File: config.mk
export PLATFORM = sky130hd
export DESIGN_NAME = learn_score_grader_flat
export DESIGN_NICKNAME = d
export VERILOG_FILES = /design/src/rtl/learn_score_grader_if.sv /design/src/rtl/learn_score_grader.sv /design/src/flat_wrapper.sv
export SDC_FILE = /design/constraint.sdc
export NUM_CORES = 1
export LEC_CHECK = 0
export CORE_MARGIN = 8
export CORE_UTILIZATION = 45
export CTS_BUF_LIST = sky130_fd_sc_hd__clkbuf_16
export DETAILED_ROUTE_END_ITERATION = 12
export GPL_TIMING_DRIVEN = 0
export PLACE_DENSITY = 0.67
export SLEW_MARGIN = 25
export SYNTH_ARGS = -nofsm -noshare
export SYNTH_HDL_FRONTEND = slang
export SYNTH_SLANG_ARGS = --single-unit
File: constraint.sdc
create_clock -name clk -period 5.4 [get_ports clk]
set_input_delay 1.35 -clock clk [delete_from_list [all_inputs] [get_ports clk]]
set_output_delay 1.35 -clock clk [all_outputs]
set_load 0.02 [all_outputs]
File: src/rtl/learn_score_grader_if.sv
`default_nettype none
// ============================================================================
// Module      : learn_score_grader_if
// Description : Song, note and key event inputs plus the judgement, counter
//               and grade outputs of the learning-mode score grader.
// Revision    : 1.0 - initial release
// ============================================================================
interface learn_score_grader_if #(
    parameter int CNT_W = 8
);
    logic             song_start;
    logic             song_end;
    logic             note_valid;
    logic [3:0]       expected_note;
    logic             key_valid;
    logic [3:0]       key_code;
    logic             judge_pulse;
    logic             judge_hit;
    logic [CNT_W-1:0] hit_count;
    logic [CNT_W-1:0] miss_count;
    logic [CNT_W-1:0] streak;
    logic [CNT_W-1:0] best_streak;
    logic [1:0]       level;
    logic             grade_valid;

    // Sequencer / key side drives events and observes the score.
    modport master (
        output song_start, song_end, note_valid, expected_note, key_valid, key_code,
        input  judge_pulse, judge_hit, hit_count, miss_count, streak, best_streak,
               level, grade_valid
    );

    // Grader side consumes events and presents the score.
    modport slave (
        input  song_start, song_end, note_valid, expected_note, key_valid, key_code,
        output judge_pulse, judge_hit, hit_count, miss_count, streak, best_streak,
               level, grade_valid
    );
endinterface
`default_nettype wire

File: src/rtl/learn_score_grader.sv
`default_nettype none
// ============================================================================
// Module      : learn_score_grader
// Description : Judges each presented note as hit or miss within a timing
//               window, tracks saturating hit/miss/streak counters and grades
//               the song into a 2-bit proficiency level at song end.
//               Optional macro SCORE_WRONG_KEY_EN: a mismatching key inside
//               the window is an immediate miss (otherwise it is ignored).
// Revision    : 1.0 - initial release
// ============================================================================
module learn_score_grader #(
    parameter int WINDOW_CYCLES = 50_000_000,   // must be >= 2
    parameter int CNT_W         = 8
) (
    input  logic                clk,
    input  logic                rst,
    learn_score_grader_if.slave bus
);
    // Window counter holds the number of cycles elapsed since the note_valid
    // cycle, counting that cycle itself, so it reaches WINDOW_CYCLES-1 one
    // cycle before the registered miss becomes visible.
    localparam int               c_win_w     = (WINDOW_CYCLES > 2) ? $clog2(WINDOW_CYCLES) : 1;
    localparam logic [c_win_w-1:0] c_win_last  = c_win_w'(WINDOW_CYCLES - 1);
    localparam logic [c_win_w-1:0] c_win_first = c_win_w'(1);
    localparam logic [CNT_W-1:0]   c_cnt_max   = '1;

    typedef enum logic [2:0] {
        S_IDLE   = 3'd0,
        S_ARMED  = 3'd1,
        S_WINDOW = 3'd2,
        S_GRADE  = 3'd3,
        S_DONE   = 3'd4
    } state_t;

    state_t             state_q, state_d;
    logic [c_win_w-1:0] win_q, win_d;
    logic [3:0]         note_q, note_d;
    logic               end_pend_q, end_pend_d;   // GRADE waits one cycle for a closing miss
    logic               judge_pulse_q, judge_pulse_d;
    logic               judge_hit_q, judge_hit_d;
    logic [CNT_W-1:0]   hit_count_q, hit_count_d;
    logic [CNT_W-1:0]   miss_count_q, miss_count_d;
    logic [CNT_W-1:0]   streak_q, streak_d;
    logic [CNT_W-1:0]   best_streak_q, best_streak_d;
    logic [1:0]         level_q, level_d;
    logic               grade_valid_q, grade_valid_d;

    function automatic logic [CNT_W-1:0] sat_inc(input logic [CNT_W-1:0] v);
        return (v == c_cnt_max) ? v : v + 1'b1;
    endfunction

    logic [CNT_W:0]   w_total;
    logic [CNT_W+3:0] w_hit8, w_hit4, w_hit2, w_tot7, w_tot3, w_tot1;
    logic [1:0]       w_level;

    // Proficiency thresholds 7/8, 3/4, 1/2 evaluated on the saturated counts.
    always_comb begin
        w_total = {1'b0, hit_count_q} + {1'b0, miss_count_q};
        w_hit8  = {1'b0, hit_count_q, 3'b000};
        w_hit4  = {2'b00, hit_count_q, 2'b00};
        w_hit2  = {3'b000, hit_count_q, 1'b0};
        w_tot7  = {w_total, 3'b000} - {3'b000, w_total};
        w_tot3  = {2'b00, w_total, 1'b0} + {3'b000, w_total};
        w_tot1  = {3'b000, w_total};
        if (w_total == '0)          w_level = 2'd0;
        else if (w_hit8 >= w_tot7)  w_level = 2'd3;
        else if (w_hit4 >= w_tot3)  w_level = 2'd2;
        else if (w_hit2 >= w_tot1)  w_level = 2'd1;
        else                        w_level = 2'd0;
    end

    logic             w_key_match, w_key_wrong, w_timeout, w_judge;
    logic [CNT_W-1:0] w_streak_inc;

    // Window closing events for the currently open note.
    always_comb begin
        w_key_match  = bus.key_valid && (bus.key_code == note_q);
`ifdef SCORE_WRONG_KEY_EN
        w_key_wrong  = bus.key_valid && !w_key_match;
`else
        w_key_wrong  = 1'b0;
`endif
        w_timeout    = (win_q == c_win_last);
        w_judge      = w_key_match || w_key_wrong || w_timeout
                       || bus.note_valid || bus.song_end;
        w_streak_inc = sat_inc(streak_q);
    end

    // Next-state and next-output logic; song_start overrides everything.
    always_comb begin
        state_d       = state_q;
        win_d         = win_q;
        note_d        = note_q;
        end_pend_d    = end_pend_q;
        judge_pulse_d = 1'b0;
        judge_hit_d   = judge_hit_q;
        hit_count_d   = hit_count_q;
        miss_count_d  = miss_count_q;
        streak_d      = streak_q;
        best_streak_d = best_streak_q;
        level_d       = level_q;
        grade_valid_d = grade_valid_q;

        if (bus.song_start) begin
            state_d       = S_ARMED;
            end_pend_d    = 1'b0;
            judge_hit_d   = 1'b0;
            hit_count_d   = '0;
            miss_count_d  = '0;
            streak_d      = '0;
            best_streak_d = '0;
            level_d       = 2'd0;
            grade_valid_d = 1'b0;
        end else begin
            case (state_q)
                S_IDLE: begin
                end
                S_ARMED: begin
                    if (bus.song_end) begin
                        state_d = S_GRADE;
                    end else if (bus.note_valid) begin
                        note_d  = bus.expected_note;
                        win_d   = c_win_first;
                        state_d = S_WINDOW;
                    end
                end
                S_WINDOW: begin
                    win_d = win_q + 1'b1;
                    if (w_judge) begin
                        // A matching key wins over timeout, new note or song end.
                        judge_pulse_d = 1'b1;
                        judge_hit_d   = w_key_match;
                        if (w_key_match) begin
                            hit_count_d   = sat_inc(hit_count_q);
                            streak_d      = w_streak_inc;
                            best_streak_d = (w_streak_inc > best_streak_q) ? w_streak_inc
                                                                           : best_streak_q;
                        end else begin
                            miss_count_d  = sat_inc(miss_count_q);
                            streak_d      = '0;
                        end
                        if (bus.song_end) begin
                            state_d    = S_GRADE;
                            end_pend_d = 1'b1;
                        end else if (bus.note_valid) begin
                            note_d = bus.expected_note;
                            win_d  = c_win_first;
                        end else begin
                            state_d = S_ARMED;
                        end
                    end
                end
                S_GRADE: begin
                    if (end_pend_q) begin
                        end_pend_d = 1'b0;
                    end else begin
                        level_d       = w_level;
                        grade_valid_d = 1'b1;
                        state_d       = S_DONE;
                    end
                end
                S_DONE: begin
                end
                default: state_d = S_IDLE;
            endcase
        end
    end

    // State and output registers with asynchronous reset.
    always_ff @(posedge clk or posedge rst) begin
        if (rst) begin
            state_q       <= S_IDLE;
            win_q         <= '0;
            note_q        <= '0;
            end_pend_q    <= 1'b0;
            judge_pulse_q <= 1'b0;
            judge_hit_q   <= 1'b0;
            hit_count_q   <= '0;
            miss_count_q  <= '0;
            streak_q      <= '0;
            best_streak_q <= '0;
            level_q       <= 2'd0;
            grade_valid_q <= 1'b0;
        end else begin
            state_q       <= state_d;
            win_q         <= win_d;
            note_q        <= note_d;
            end_pend_q    <= end_pend_d;
            judge_pulse_q <= judge_pulse_d;
            judge_hit_q   <= judge_hit_d;
            hit_count_q   <= hit_count_d;
            miss_count_q  <= miss_count_d;
            streak_q      <= streak_d;
            best_streak_q <= best_streak_d;
            level_q       <= level_d;
            grade_valid_q <= grade_valid_d;
        end
    end

    assign bus.judge_pulse = judge_pulse_q;
    assign bus.judge_hit   = judge_hit_q;
    assign bus.hit_count   = hit_count_q;
    assign bus.miss_count  = miss_count_q;
    assign bus.streak      = streak_q;
    assign bus.best_streak = best_streak_q;
    assign bus.level       = level_q;
    assign bus.grade_valid = grade_valid_q;

endmodule
`default_nettype wire
File: src/flat_wrapper.sv
// flat-port wrapper written by rule: the top's interface ports become plain ports
module learn_score_grader_flat 
#(
    parameter int WINDOW_CYCLES = 50_000_000,                  
    parameter int CNT_W         = 8
)
  (clk, rst, bus_song_start, bus_song_end, bus_note_valid, bus_expected_note, bus_key_valid, bus_key_code, bus_judge_pulse, bus_judge_hit, bus_hit_count, bus_miss_count, bus_streak, bus_best_streak, bus_level, bus_grade_valid);
  learn_score_grader_if #(.CNT_W(CNT_W)) bus_i ();
  input  logic clk;
  input  logic rst;
  input wire logic [$bits(bus_i.song_start)-1:0] bus_song_start;
  input wire logic [$bits(bus_i.song_end)-1:0] bus_song_end;
  input wire logic [$bits(bus_i.note_valid)-1:0] bus_note_valid;
  input wire logic [$bits(bus_i.expected_note)-1:0] bus_expected_note;
  input wire logic [$bits(bus_i.key_valid)-1:0] bus_key_valid;
  input wire logic [$bits(bus_i.key_code)-1:0] bus_key_code;
  output wire logic [$bits(bus_i.judge_pulse)-1:0] bus_judge_pulse;
  output wire logic [$bits(bus_i.judge_hit)-1:0] bus_judge_hit;
  output wire logic [$bits(bus_i.hit_count)-1:0] bus_hit_count;
  output wire logic [$bits(bus_i.miss_count)-1:0] bus_miss_count;
  output wire logic [$bits(bus_i.streak)-1:0] bus_streak;
  output wire logic [$bits(bus_i.best_streak)-1:0] bus_best_streak;
  output wire logic [$bits(bus_i.level)-1:0] bus_level;
  output wire logic [$bits(bus_i.grade_valid)-1:0] bus_grade_valid;
  assign bus_i.song_start = bus_song_start;
  assign bus_i.song_end = bus_song_end;
  assign bus_i.note_valid = bus_note_valid;
  assign bus_i.expected_note = bus_expected_note;
  assign bus_i.key_valid = bus_key_valid;
  assign bus_i.key_code = bus_key_code;
  assign bus_judge_pulse = bus_i.judge_pulse;
  assign bus_judge_hit = bus_i.judge_hit;
  assign bus_hit_count = bus_i.hit_count;
  assign bus_miss_count = bus_i.miss_count;
  assign bus_streak = bus_i.streak;
  assign bus_best_streak = bus_i.best_streak;
  assign bus_level = bus_i.level;
  assign bus_grade_valid = bus_i.grade_valid;
  learn_score_grader #(.WINDOW_CYCLES(WINDOW_CYCLES), .CNT_W(CNT_W)) u_core (.clk(clk), .rst(rst), .bus(bus_i));
endmodule
==> impl_metrics.tcl <==
set metrics [dict create \
    cts_htree_levels 3 \
    drive_gt1_frac 0.05556 \
    track_usage 0.1659 \
    numPortBuffers 48 \
    ys_top_cells_by_area "dfrtp_1 34%, ha_1 13%, xor2_1 6.0%, nor2_1 4.9%, xnor2_1 4.7%" \
    rsz0062_at_grt "no" \
    cts-resized-gates 0 \
    fp.dieW_um 123.8 \
    cp-startpoint "u_core.bus.hit_count[0]" \
    route.detailed.drc 0 \
    cts.root.buffer_cell "clkbuf_16" \
    leakage_nw 2.777 \
    r2r-end "u_core.bus.level[0]" \
    worstPathMaxFanout 9 \
    io_pins 51 \
    yosysWarnings 0 \
    fin_cells 773 \
    drtAntennaViolNets 0 \
    setup_viol 0 \
    synth_edf_count 0 \
    crit_path_end_kind "register" \
    fill_cells 1054 \
    rrSetupSlack_ns 0.41 \
    finalCritPeriodShare 0.9240 \
    synth.distinct_cells 65 \
    drtPass1Iterations 4 \
    clock_sinks 71 \
    first_global_vias 4265 \
    avgSynthCellArea_um2 9.263 \
    antenna_cells 0 \
    rr_worst_depth 17 \
    startpoint_type "register" \
    die_area_um2 15340 \
    drt_iter0_markers 215 \
    via_count 4337 \
    path_class "register to register" \
    worst_slack_ns 0.4101 \
    row_count 39 \
    synth_top_area_cell "dfrtp_1" \
    nets 697 \
    place.gp.congestion 0.8695 \
    fin_skew_ns 0.008473 \
    tightestPinTransition_ns 0.6807 \
    max_freq_mhz 200.4 \
    slew_headroom 0.5447 \
    fin_setup_tns_ns 0 \
    ys_seq_elements 71 \
    synthCells 565 \
    required_ns 5.61 \
    tritoncts "yes" \
    wl_per_cell_um 15.85 \
    critPathCapture "u_core.bus.level[0]" \
    reg2reg_from "u_core.bus.hit_count[0]" \
    synth_area_um2 5234 \
    dp_cells 757 \
    clk_pin_slew_ns 0.05 \
    ir_worst_vdd_v 0.0001770 \
    ys_seq_area_frac 0.3395 \
    maxSlewViolCount 0 \
    start_util 0.4603 \
    synth_top_area_share 0.3395 \
    grt_pass1_wl_mm 20.50 \
    place_ws_ns 0.4393 \
    hold_viol 0 \
    grt_max_degree 55 \
    clk_path_buf_depth 2 \
    grt_overflow 0 \
    placed_cell_area_um2 5923 \
    worstSkewPairLatency_ns 0.33 \
    status "finished clean" \
    vias_per_cell 5.611 \
    post_cts_buffers 0 \
    routed_wl_mm 12.25 \
    core_um2 11370 \
    antenna_found_initial 0 \
    synthFlopType "dfrtp_1" \
    post-route-min-period_ns 4.990 \
    worstPathArrival_ns 5.20 \
    p_per_area_nw_per_um2 250.4 \
    area_growth_pct 18.07 \
    cts_made_buffers 9 \
    hp-class "register to register" \
    synth_fp_nets 637 \
    post-dp-hpwl_mm 9.213 \
    drv_cap 0 \
    die_h_um 123.8 \
    async_reset_ff_frac 1.000 \
    ctsHoldBuffers 0 \
    fin_area_um2 6180 \
]
## cell families (layout without fill, tap and decap cells)
family | Yosys count | after routing | synth area share
XOR/XNOR | 66 | 66 | 0.1133
buffers and inverters | 40 | 105 | 0.02893
adder cells (fa/ha/maj) | 61 | 61 | 0.1473
AO/OA/AOI/OAI | 119 | 119 | 0.1542
multiplexers | 13 | 13 | 0.02606
flip-flops | 71 | 71 | 0.3395
AND/OR/NAND/NOR | 195 | 195 | 0.1908
## where the power goes
part	total [mW]	switching, mW	internal (mW)
sequential	0.611	0.0345	0.576
combinational	0.422	0.233	0.189
clock	0.515	0.213	0.302
## worst max-delay path, stage by stage, from the launching register on
cell       delay [ns]
dfrtp_1          0.53
ha_1             0.30
fa_1             0.43
a211oi_2         0.31
o21bai_1         0.12
a21o_1           0.23
xnor2_2          0.33
inv_1            0.15
ha_1             0.37
and3_1           0.19
a2111oi_0        0.43
maj3_1           0.32
xor2_1           0.08
ha_1             0.28
a211oi_1         0.07
or4_1            0.48
a32oi_1          0.18
o21ai_1          0.09
## worst min-delay path by stage
stage                    startpoint                   end  slack [ns]  depth (start not counted)
2_1_floorplan      u_core.win_q[15]      u_core.win_q[15]        0.50                          2
3_3_place_gp   u_core.bus.judge_hit  u_core.bus.judge_hit        0.46                          1
3_5_place_dp   u_core.bus.judge_hit  u_core.bus.judge_hit        0.48                          1
4_1_cts        u_core.bus.judge_hit  u_core.bus.judge_hit        0.49                          1
5_1_grt        u_core.bus.judge_hit  u_core.bus.judge_hit        0.51                          1
6_report       u_core.bus.judge_hit  u_core.bus.judge_hit        0.48                          1
## synth_stat cells, drive strengths merged, types with 3 or more instances
| library cell | count |
|---|---|
| a2111oi | 4 |
| maj3 | 3 |
| nor2 | 68 |
| a211o | 3 |
| mux2i | 8 |
| and3 | 10 |
| nor2b | 11 |
| dfrtp | 71 |
| ha | 56 |
| nand4 | 14 |
| or3 | 7 |
| a31oi | 6 |
| clkbuf | 8 |
| a22o | 8 |
| nand2 | 30 |
| nor4 | 6 |
| xnor2 | 29 |
| and4 | 5 |
| mux2 | 5 |
| nand3 | 22 |
| nor3 | 10 |
| o21ai | 24 |
| xor2 | 37 |
| a21o | 7 |
| a21oi | 32 |
| inv | 27 |
| a211oi | 8 |
| o21a | 7 |
| o21bai | 6 |
| buf | 5 |
## registers in the layout, summed over array words and instances (netlist names)
name	count
u_core.bus.best_streak	8
u_core.bus.grade_valid	1
u_core.bus.hit_count	8
u_core.bus.judge_hit	1
u_core.bus.judge_pulse	1
u_core.bus.level	2
u_core.bus.miss_count	8
u_core.bus.streak	8
u_core.end_pend_q	1
u_core.note_q	4
u_core.state_q	3
u_core.win_q	26
## area by class of cell
class	count	area, um^2	area share
repair buffers	49	508.0	0.08220
clock inverters	7	31.28	0.005062
flip-flops and latches	71	1777	0.2875
clock buffers	9	225.2	0.03644
plain buffers	13	50.05	0.008099
inverters	27	103.9	0.01681
multi-input cells	454	3306	0.5349
well taps	143	178.9	0.02895
## layout by cell type (no fill, tap or decap), types with 22 or more instances in the layout
cell type,instances
dfrtp_1,71
nor2_1,68
ha_1,56
clkdlybuf4s50_1,48
xor2_1,36
a21oi_1,32
nand2_1,29
xnor2_1,28
inv_1,25
nand3_1,22
## routing by layer
| layer | global-route usage | routed length (um) |
|---|---|---|
| met1 | 0.2049 | 5604 |
| met2 | 0.2884 | 6053 |
| met3 | 0.02720 | 428 |
| met4 | 0.05418 | 163 |
| met5 | 0 | 0 |
## through the flow
step,total power [mW],utilization,hold slack [ns]
after floorplan,0.9344,-,0.4973
after global placement,1.025,0.5183,0.4609
after detailed placement,1.040,0.5210,0.4799
after CTS,1.557,0.5435,0.4902
after global routing,1.633,0.5435,0.5090
final,1.547,0.5435,0.4847
Note: power is estimated with default switching activity, not from simulation.
